==> src/rtl/param_stream_fifo.sv <==
`default_nettype none
// ============================================================================
// Module   : param_stream_fifo
// Desc     : First-word-fall-through FIFO between a valid/ready producer and
//            a valid/ready consumer, with occupancy and almost-full reporting.
// Revision : 1.0 - initial release
// ============================================================================
module param_stream_fifo #(
  parameter int WIDTH     = 8,
  parameter int DEPTH     = 16,
  parameter int AFULL_LVL = DEPTH - 2
) (
  input  logic                       clk,
  input  logic                       rst_n,
  input  logic [WIDTH-1:0]           in_data,
  input  logic                       in_valid,
  output logic                       in_ready,
  output logic [WIDTH-1:0]           out_data,
  output logic                       out_valid,
  input  logic                       out_ready,
  output logic [$clog2(DEPTH+1)-1:0] count,
  output logic                       almost_full
);

  localparam int PW = (DEPTH > 1) ? $clog2(DEPTH) : 1;
  localparam int CW = $clog2(DEPTH + 1);

  localparam logic [PW-1:0] c_ptr_last = PW'(DEPTH - 1);
  localparam logic [CW-1:0] c_full     = CW'(DEPTH);
  localparam logic [CW-1:0] c_afull    = CW'(AFULL_LVL);

  logic [WIDTH-1:0] r_mem [0:DEPTH-1];
  logic [PW-1:0]    r_wr_ptr;
  logic [PW-1:0]    r_rd_ptr;
  logic [CW-1:0]    r_count;

  logic             w_push;
  logic             w_pop;
  logic [PW-1:0]    w_wr_ptr_nxt;
  logic [PW-1:0]    w_rd_ptr_nxt;
  logic [CW-1:0]    w_count_nxt;

  // Status is forced inactive while reset is held so nothing can handshake.
  assign in_ready    = rst_n & (r_count != c_full);
  assign out_valid   = rst_n & (r_count != '0);
  assign out_data    = out_valid ? r_mem[r_rd_ptr] : '0;
  assign almost_full = rst_n & (r_count >= c_afull);
  assign count       = r_count;

  assign w_push = in_valid & in_ready;
  assign w_pop  = out_valid & out_ready;

  // Explicit compare-based wrap keeps non-power-of-two depths correct.
  always_comb begin
    w_wr_ptr_nxt = r_wr_ptr;
    w_rd_ptr_nxt = r_rd_ptr;
    w_count_nxt  = r_count;
    if (w_push) begin
      w_wr_ptr_nxt = (r_wr_ptr == c_ptr_last) ? '0 : r_wr_ptr + PW'(1);
    end
    if (w_pop) begin
      w_rd_ptr_nxt = (r_rd_ptr == c_ptr_last) ? '0 : r_rd_ptr + PW'(1);
    end
    case ({w_push, w_pop})
      2'b10:   w_count_nxt = r_count + CW'(1);
      2'b01:   w_count_nxt = r_count - CW'(1);
      default: w_count_nxt = r_count;
    endcase
  end

  always_ff @(posedge clk) begin
    if (!rst_n) begin
      r_wr_ptr <= '0;
      r_rd_ptr <= '0;
      r_count  <= '0;
    end else begin
      r_wr_ptr <= w_wr_ptr_nxt;
      r_rd_ptr <= w_rd_ptr_nxt;
      r_count  <= w_count_nxt;
    end
  end

  always_ff @(posedge clk) begin
    if (w_push) begin
      r_mem[r_wr_ptr] <= in_data;
    end
  end

endmodule
`default_nettype wire

==> config.mk <==
export PLATFORM = sky130hd
export DESIGN_NAME = param_stream_fifo
export DESIGN_NICKNAME = d
export VERILOG_FILES = /design/src/rtl/param_stream_fifo.sv
export SDC_FILE = /design/constraint.sdc
export NUM_CORES = 1
export LEC_CHECK = 0
export CAP_MARGIN = 20
export CORE_UTILIZATION = 60
export CTS_CLUSTER_SIZE = 40
export DETAILED_ROUTE_END_ITERATION = 8
export GPL_ROUTABILITY_DRIVEN = 0
export PLACE_DENSITY_LB_ADDON = 0.08
export SYNTH_ARGS = -nofsm -noshare
export SYNTH_HDL_FRONTEND = slang
export SYNTH_SLANG_ARGS = --single-unit
==> constraint.sdc <==
create_clock -name clk -period 3.6 [get_ports clk]
set_input_delay 0.72 -clock clk [delete_from_list [all_inputs] [get_ports clk]]
set_output_delay 0.72 -clock clk [all_outputs]
set_load 0.1 [all_outputs]
---- Word level (Yosys, flattened, before mapping) ----
Memories as Yosys holds them, arrays and structs flattened. A register that Yosys moved wholly into a read port is not among the register bits.
Index checks and enable logic that the tools add are counted.
operators by class
  equality and inequality tests ........... 5
  order comparisons ....................... 1
  divide/modulo/power cells ............... 0
  mux-type cells .......................... 8
  reductions and logical operators ........ 2
  shifts and indexed selects .............. 0
  multiply operators ...................... 0
  bitwise gates (word level) .............. 5
  add/subtract/negate cells ............... 4
operators by type and width
  cell                                                                                 count
  4-bit 2-to-1 mux                                                                     4
  5-bit one-hot mux with 2 select lines                                                1
  4-bit by 1-bit adder with 4-bit output, second input constant                        2
  4-bit equality test, second input constant                                           2
  8-bit 2-to-1 mux                                                                     1
  5-bit by 1-bit adder with 5-bit output, second input constant                        1
  1-bit bitwise AND                                                                    5
  5-bit by 4-bit greater-or-equal comparator with 1-bit output, second input constant  1
  5-bit inequality test, second input constant                                         1
  5-bit nonzero test                                                                   1
  5-bit by 1-bit subtractor with 5-bit output, second input constant                   1
  2-bit by 1-bit equality test with 1-bit output, second input constant                1
  2-bit equality test, second input constant                                           1
  1-bit 2-to-1 mux                                                                     2
  2-bit nonzero test                                                                   1
storage, ports and cells
  logic and storage cells ................. 29
  output and inout port bits .............. 16
  memories ................................ 1
  bits in registers ....................... 13
  input port bits ......................... 12
  latch bits .............................. 0
  ROM bits ................................ 0
  RAM bits ................................ 128
memory list
  name   depth  width  read ports  clocked after Yosys merged registers in  write ports  RTL line  source
  r_mem  16     8      1           1                                        1            32        logic [WIDTH-1:0] r_mem [0:DEPTH-1];

---- Logic depth before layout (Yosys ltp) ----
Gate-level depths: netlist of run 1.
  depth after elaboration ................. 5
  gate-level depth with buffers ........... 13

---- Least setup slack after synthesis of run 1 ----
Ideal clock, no wire load.
  path kind ............................... register -> output
  start point ............................. register r_count[2], in the netlist count[2]
  end point ............................... output port out_data[0]
  slack ................................... -0.856 ns
  stages on the path, launching flop included .. 5
  path buffers ............................ 1
  arrival time ............................ 3.736 ns
  required time ........................... 2.880 ns
  cells stage by stage .................... dfxtp_1 > buf_2 > or4_4 > o21ai_4 > a211oi_1
between the ends
  longest elaborated chain between the ends .. 3
ends and longest elaborated chain
  item                      RTL line  source
  start: declaration        35        logic [CW-1:0] r_count;
  start signal: assignment  79        r_count <= w_count_nxt;
  5-bit nonzero test        45        assign out_valid = rst_n & (r_count != '0);
  1-bit bitwise AND         45
  8-bit 2-to-1 mux          46        assign out_data = out_valid ? r_mem[r_rd_ptr] : '0;
  end: declaration          18        output logic [WIDTH-1:0] out_data,
Every way passes these cells.

==> flow_metrics.py, run 1 <==
metrics = {
    "setup_path": {
        "crit_path_max_fanout": 18,
        "cp_cell_sequence": "buf_4 -> mux4_2 -> nor2b_1 -> a211oi_1 -> a211oi_1 -> buf_12",
        "criticalPathCategory": "reg2out",
        "cp.required_ns": 2.88,
        "arrival_ns": 2.69,
        "worstSetupEndpointType": "output pin",
        "max_stage_delay_ns": 0.64,
        "critical_path.most_common_cell": "a211oi_1",
        "reg2reg_slack_ns": 0.36,
        "slowest_stage": "dfxtp_1",
        "startpoint_type": "flop",
        "timing.rr.start": "count[0]$_SDFFE_PN0P_",
        "reg2reg_to": "count[4]$_SDFFE_PN0P_",
        "rr_worst_depth": 10,
    },
    "timing": {
        "finalSetupViolCount": 0,
        "skew_ns": 0.0137,
        "period_share_pct": 94.6,
        "grt_setup_unrepaired": "no",
        "fin_hold_ws_ns": 0.531,
        "postLayoutSetupSlackWorst_ns": 0.195,
        "slew-limit-headroom_pct": 35.6,
        "period_minus_slack_ns": 3.41,
        "finalHoldViolations": 0,
        "slew_viol_final": 0,
        "max_freq_mhz": 294,
        "tightest_slew_ns": 0.964,
        "tns_ns": 0,
    },
    "logic_synthesis": {
        "synth_area_mm2": 0.00600,
        "yosysTopAreaCell": "edfxtp_1",
        "ys_seq_area_share_pct": 69.7,
        "syn-num-nets": 367,
        "async_reset_ff_share_pct": 0,
        "synth_warnings": 0,
        "synthDistinctLibCells": 45,
        "ys_top_cells_by_area": "edfxtp_1, mux4_2, dfxtp_1",
        "synth_edf_count": 128,
        "synth_ff_type": "edfxtp_1",
        "syn_inst": 346,
        "syn_avg_cell_area_um2": 17.4,
        "ys_ff_latch": 145,
        "yosys.area.top_type_share_pct": 64.0,
    },
    "die": {
        "std_cell_rows": 36,
        "die_h_um": 102,
        "fp.dieArea_mm2": 0.0104,
        "io_pins": 28,
        "fp.dieW_um": 102,
        "initial_core_util_pct": 61.7,
        "coreArea_mm2": 0.00973,
    },
    "power": {
        "pwr-share-seq_pct": 40.7,
        "powerDensity_mw_per_mm2": 662,
        "power.internal_mw": 3.45,
        "switching_share_pct": 27.7,
        "totalPowerFinal_mw": 4.77,
        "pwr-share-clk_pct": 38.1,
        "power_switching_mw": 1.32,
        "pwr-share-comb_pct": 21.2,
        "p_leak_nw": 2.36,
        "vdd_drop_max_mv": 0.414,
    },
    "detailed_routing": {
        "dr_wl_met3_um": 712,
        "via_count": 3214,
        "wl_met1_mm": 4.90,
        "postRouteWirelength_mm": 11.8,
        "postRouteAntennaNets": 0,
        "wl_per_cell_um": 21.9,
        "drt_iter0_drc": 253,
        "vias_per_cell": 5.99,
        "routed.top_layer": "met4",
        "drc": 0,
        "dr.pass1.iters": 6,
        "wl_met2_mm": 6.05,
    },
    "placement": {
        "place_area_mm2": 0.00660,
        "dp_cells": 505,
        "io_buffers": 27,
        "place_ws_ns": 0.201,
        "dp_hpwl_mm": 7.24,
    },
    "grt": {
        "grt_pass1_vias": 3280,
        "grt_max_degree": 27,
        "grt_usage_pct": 25.3,
        "grt_pass1_wl_mm": 18.2,
        "grt_overflow": 0,
        "antenna_found_initial": 0,
    },
    "min_path": {
        "hold_path.class": "reg2reg",
        "min_from": "r_rd_ptr[3]$_SDFFE_PN0N_",
        "holdPathStages": 2,
        "hold_end": "r_rd_ptr[3]$_SDFFE_PN0N_",
    },
    "finish": {
        "area_delta_synth_final_pct": 20.1,
        "final_util_pct": 74.1,
        "design_area_mm2": 0.00721,
        "stdcell_count": 537,
        "drive_above_1_share_pct": 25.2,
        "final_nets": 412,
        "nFillCells": 599,
        "diodes": 0,
    },
    "cts": {
        "cts_root_buf": "clkbuf_8",
        "htreeDepth": 4,
        "post_cts_buffers": 0,
        "cts.path.max_buffers": 2,
        "clkLatencyLatePin_ns": 0.53,
        "cts.repair.resized": 0,
        "cts_buffers": 17,
        "cts_hold_buf": 0,
        "cts_tree": "done",
        "path_clk_slew_ns": 0.06,
        "clock_sinks": 145,
    },
    "flow_run": {
        "maxCapViolations": 0,
    },
    "status": {
        "status": "completed",
    },
}
[power by group through the flow]
stage / sequential, mW / clock (mW) / combinational (mW)
2_1_floorplan: 2.02 / 0 / 0.672
3_3_place_gp: 1.97 / 0 / 1.01
3_5_place_dp: 1.97 / 0 / 1.01
4_1_cts: 1.94 / 1.84 / 1.02
5_1_grt: 1.95 / 1.91 / 1.07
6_report: 1.94 / 1.82 / 1.01
[synth_stat cells (4+ instances only)]
library cell  instances
nand2_1               8
buf_2                 6
nand2b_1              5
nor2_1               19
nor3_1                5
clkbuf_1             10
dfxtp_1              17
edfxtp_1            128
a211oi_1             14
a31oi_1               4
ha_1                  9
inv_1                 4
nor2b_1               8
a21oi_1               5
mux2i_1              16
buf_4                 4
mux4_2               30
nand3_1              10
o21ai_0               4
[cell families after synthesis]
family / count (synthesis) / synth area share (%)
DFF: 145 / 69.7
AOI/OAI and AO/OA: 40 / 4.88
muxes: 46 / 13.9
and+or+nand+nor: 75 / 6.82
xor gates and xnor gates: 4 / 0.584
buffers and inverters: 27 / 2.23
adders and majority gates: 9 / 1.88
[critical path: cells and delay by family (launching register included)]
family / cells / cell delay (ns)
flops: 1 / 0.64
buf+inv: 2 / 0.61
compound gates: 2 / 0.40
mux: 1 / 0.35
simple gates: 1 / 0.15
[layout by cell type, fill, tap and decap left out, types with 2 or more instances in the layout]
master and n:
nand3_1 10, a21oi_1 5, nor2_1 19, bufinv_16 5
xor2_1 3, nand4_1 3, nand4b_1 3, ha_1 9
dfxtp_1 14, clkinv_2 3, buf_4 22, mux2i_1 16
clkbuf_1 3, o21ai_2 2, dfxtp_2 3, clkbuf_16 16
nor2b_1 8, nor4_1 2, or3_1 3, clkinv_1 2
o211ai_1 3, a211oi_1 14, inv_1 4, a21o_1 2
nand2_1 8, nand2b_1 5, edfxtp_1 128, nand3b_1 2
mux4_2 30, a31oi_1 4, nor3_1 5, o21ai_0 4
clkdlybuf4s50_1 15, buf_12 11
[worst max path at each step]
stage	start	endpoint	cells past startpoint
after global routing	flop	out_data[7]	6
final	flop	out_data[5]	6
after global placement	rst_n	count[4]$_SDFFE_PN0P_	11
after detailed placement	rst_n	count[4]$_SDFFE_PN0P_	11
after CTS	flop	out_data[7]	6
after floorplan	count[4]$_SDFFE_PN0P_	out_data[0]	3
[state kept, by name, indices dropped and copies added, names as in the netlist, named ones only]
| signal | flops |
|---|---|
| r_rd_ptr | 4 |
| r_mem | 128 |
| r_wr_ptr | 4 |
| count | 5 |
[per-layer routing]
layer	vias to the layer above	global-route usage, %
li1	1481	-
met1	1615	33.8
met2	111	40.6
met3	7	7.80
met4	0	7.36
met5	-	0
[layout make-up]
cell class,count,area (um2),share of cell area (%)
clock inverters,12,189,2.62
repair buffers,48,536,7.43
clock buffers,20,425,5.90
flip-flops and latches,145,4190,58.1
inverters,5,21.3,0.295
well taps,133,166,2.31
multi-input cells,174,1690,23.4
Note: power is estimated with default switching activity, not from simulation.
==> run 2, diff against run 1 <==
- GPL_TIMING_DRIVEN: default -> 0
- PLACE_DENSITY: default -> 0.9
- PLACE_DENSITY_LB_ADDON: 0.08 -> default
==> run 2 against run 1 <==
- clock skew shrank 0.0070 ns
- setup slack lost 0.14 ns
- critical path type unchanged
- non-clock buffer count grew 4
- critical path depth grew 1
- global-route usage grew 2.7 points
- via count grew 9.3%
- die area is the same
- sequential power is essentially flat
- largest power group unchanged
- routed wire length grew 13%
==> flow_metrics.py, run 2 (same netlist as run 1, synthesis figures left out) <==
metrics = {
    "detailed_routing": {
        "wl_per_cell_um": 24.5,
        "dr.pass1.iters": 6,
        "vias_per_cell": 6.50,
        "postRouteWirelength_mm": 13.3,
        "drt_iter0_drc": 455,
        "drc": 0,
        "postRouteAntennaNets": 0,
        "via_count": 3514,
    },
    "setup_path": {
        "timing.rr.start": "count[2]$_SDFFE_PN0P_",
        "criticalPathCategory": "reg2out",
        "reg2reg_to": "count[4]$_SDFFE_PN0P_",
        "worstSetupEndpointType": "output pin",
        "reg2reg_slack_ns": 0.16,
        "cp_cell_sequence": "buf_2 -> buf_4 -> buf_2 -> mux4_2 -> mux2i_1 -> a211oi_1 -> buf_2",
        "crit_path_max_fanout": 10,
        "max_stage_delay_ns": 0.48,
        "crit_cells": 7,
        "arrival_ns": 2.83,
        "crit_buf_inv": 4,
        "path_delay_family": "buffers and inverters",
        "rr_worst_depth": 13,
        "startpoint_type": "flop",
        "slowest_stage": "buf_2",
        "cp.required_ns": 2.88,
        "critical_path.most_common_cell": "buf_2",
    },
    "power": {
        "pwr-share-seq_pct": 41.2,
        "power.internal_mw": 3.28,
        "vdd_drop_max_mv": 0.452,
        "switching_share_pct": 29.2,
        "power_switching_mw": 1.35,
        "pwr-share-clk_pct": 37.6,
        "pwr-share-comb_pct": 21.2,
        "totalPowerFinal_mw": 4.63,
        "powerDensity_mw_per_mm2": 659,
        "p_leak_nw": 2.31,
    },
    "finish": {
        "drive_above_1_share_pct": 23.3,
        "final_nets": 416,
        "diodes": 0,
        "largest_reg_flops": 128,
        "multi_input_area_mm2": 0.00169,
        "top_register": "r_mem",
        "layout_commonest_cell": "edfxtp_1",
        "seqCellArea_mm2": 0.00419,
        "nFillCells": 587,
        "final_cell_mix": "edfxtp_1, mux4_2, nor2_1",
        "design_area_mm2": 0.00703,
        "area_delta_synth_final_pct": 17.2,
    },
    "cts": {
        "path_clk_slew_ns": 0.06,
        "htreeDepth": 4,
        "clkLatencyLatePin_ns": 0.53,
        "cts.path.max_buffers": 2,
        "clock_sinks": 145,
        "cts_buffers": 17,
        "cts_root_buf": "clkbuf_8",
        "cts_hold_buf": 0,
        "cts_tree": "done",
    },
    "grt": {
        "use_met1_pct": 36.7,
        "grt-busiest-layer": "met2",
        "grt_pass1_wl_mm": 19.9,
        "met2_usage_pct": 42.8,
        "grt_usage_pct": 28.0,
        "antenna_found_initial": 0,
        "grt_max_degree": 17,
        "use_met3_pct": 7.80,
        "grt_overflow": 0,
        "grt_pass1_vias": 3448,
    },
    "timing": {
        "finalSetupViolCount": 0,
        "grt_setup_unrepaired": "no",
        "slew_viol_final": 0,
        "finalHoldViolations": 0,
        "skew_ns": 0.00670,
        "postLayoutSetupSlackWorst_ns": 0.0513,
        "fin_hold_ws_ns": 0.518,
        "period_share_pct": 98.6,
        "tightest_slew_ns": 0.974,
        "period_minus_slack_ns": 3.55,
        "slew-limit-headroom_pct": 34.9,
        "max_freq_mhz": 282,
    },
    "placement": {
        "place_ws_ns": -0.168,
        "io_buffers": 26,
        "place_area_mm2": 0.00646,
        "dp_hpwl_mm": 8.13,
    },
    "die": {
        "initial_core_util_pct": 61.7,
        "std_cell_rows": 36,
        "coreArea_mm2": 0.00973,
        "fp.dieArea_mm2": 0.0104,
        "die_h_um": 102,
        "fp.dieW_um": 102,
        "io_pins": 28,
    },
    "min_path": {
        "holdPathStages": 2,
        "min_from": "r_rd_ptr[1]$_SDFFE_PN0N_",
        "hold_path.class": "reg2reg",
    },
    "status": {
        "status": "completed",
    },
    "flow_run": {
        "maxCapViolations": 0,
    },
}
## run 2: worst register-to-register path, stage by stage (launching register included)
cell       delay [ns]
dfxtp_2          0.32
buf_2            0.17
or4_4            0.53
o21ai_4          0.34
inv_4            0.08
and2_4           0.19
ha_1             0.19
clkbuf_1         0.19
xor2_1           0.18
ha_1             0.19
o21ai_0          0.07
or3_1            0.35
a2111oi_0        0.39
nand4b_1         0.18
## run 2: worst max-delay path by stage
stage / from / end / slack (ns)
2_1_floorplan: count[4]$_SDFFE_PN0P_ / out_data[0] / -0.83
6_report: flop / out_data[2] / 0.05
3_3_place_gp: flop / out_data[4] / -0.06
3_5_place_dp: flop / out_data[6] / -0.17
4_1_cts: flop / out_data[3] / 0.001
5_1_grt: flop / out_data[5] / 0.005
## run 2: final cells by class
cell class,instances,share of cell area (%)
sequential,145,59.5
clock buffer,22,6.44
inverter,5,0.302
multi-input combinational,174,24.0
buffer,22,1.64
tap,133,2.37
timing repair buffer,30,3.84
clock inverter,10,1.92
## run 2: what timing repair did
action / 4_1_cts / 5_1_grt
resized for setup: 45 / 7
buffers inserted: 0 / 0
setup endpoints to repair: 9 / 9
## run 2: power by group through the flow
stage	Clock (mW)	Combinational (mW)	Sequential, mW
after floorplan	0	0.672	2.02
after global placement	0	0.957	1.94
after detailed placement	0	0.988	1.94
after CTS	1.74	0.985	1.91
after global routing	1.80	1.03	1.91
final	1.74	0.982	1.91
## run 2: stage by stage
stage / cells / utilization [%] / TNS (ns)
finish: 541 / 72.3 / 0
global route: 541 / 72.3 / 0
CTS: 541 / 72.3 / 0
detailed placement: 509 / 66.4 / -0.733
global placement: 505 / 66.1 / -0.201
floorplan: 346 / - / -5.91
## run 2: routing by layer
layer,routed length [um],vias to the layer above,share of wire [%]
met5,0,-,0
met4,489,0,3.7
met3,1250,39,9.4
met2,6410,258,48
met1,5120,1739,39
li1,-,1478,-
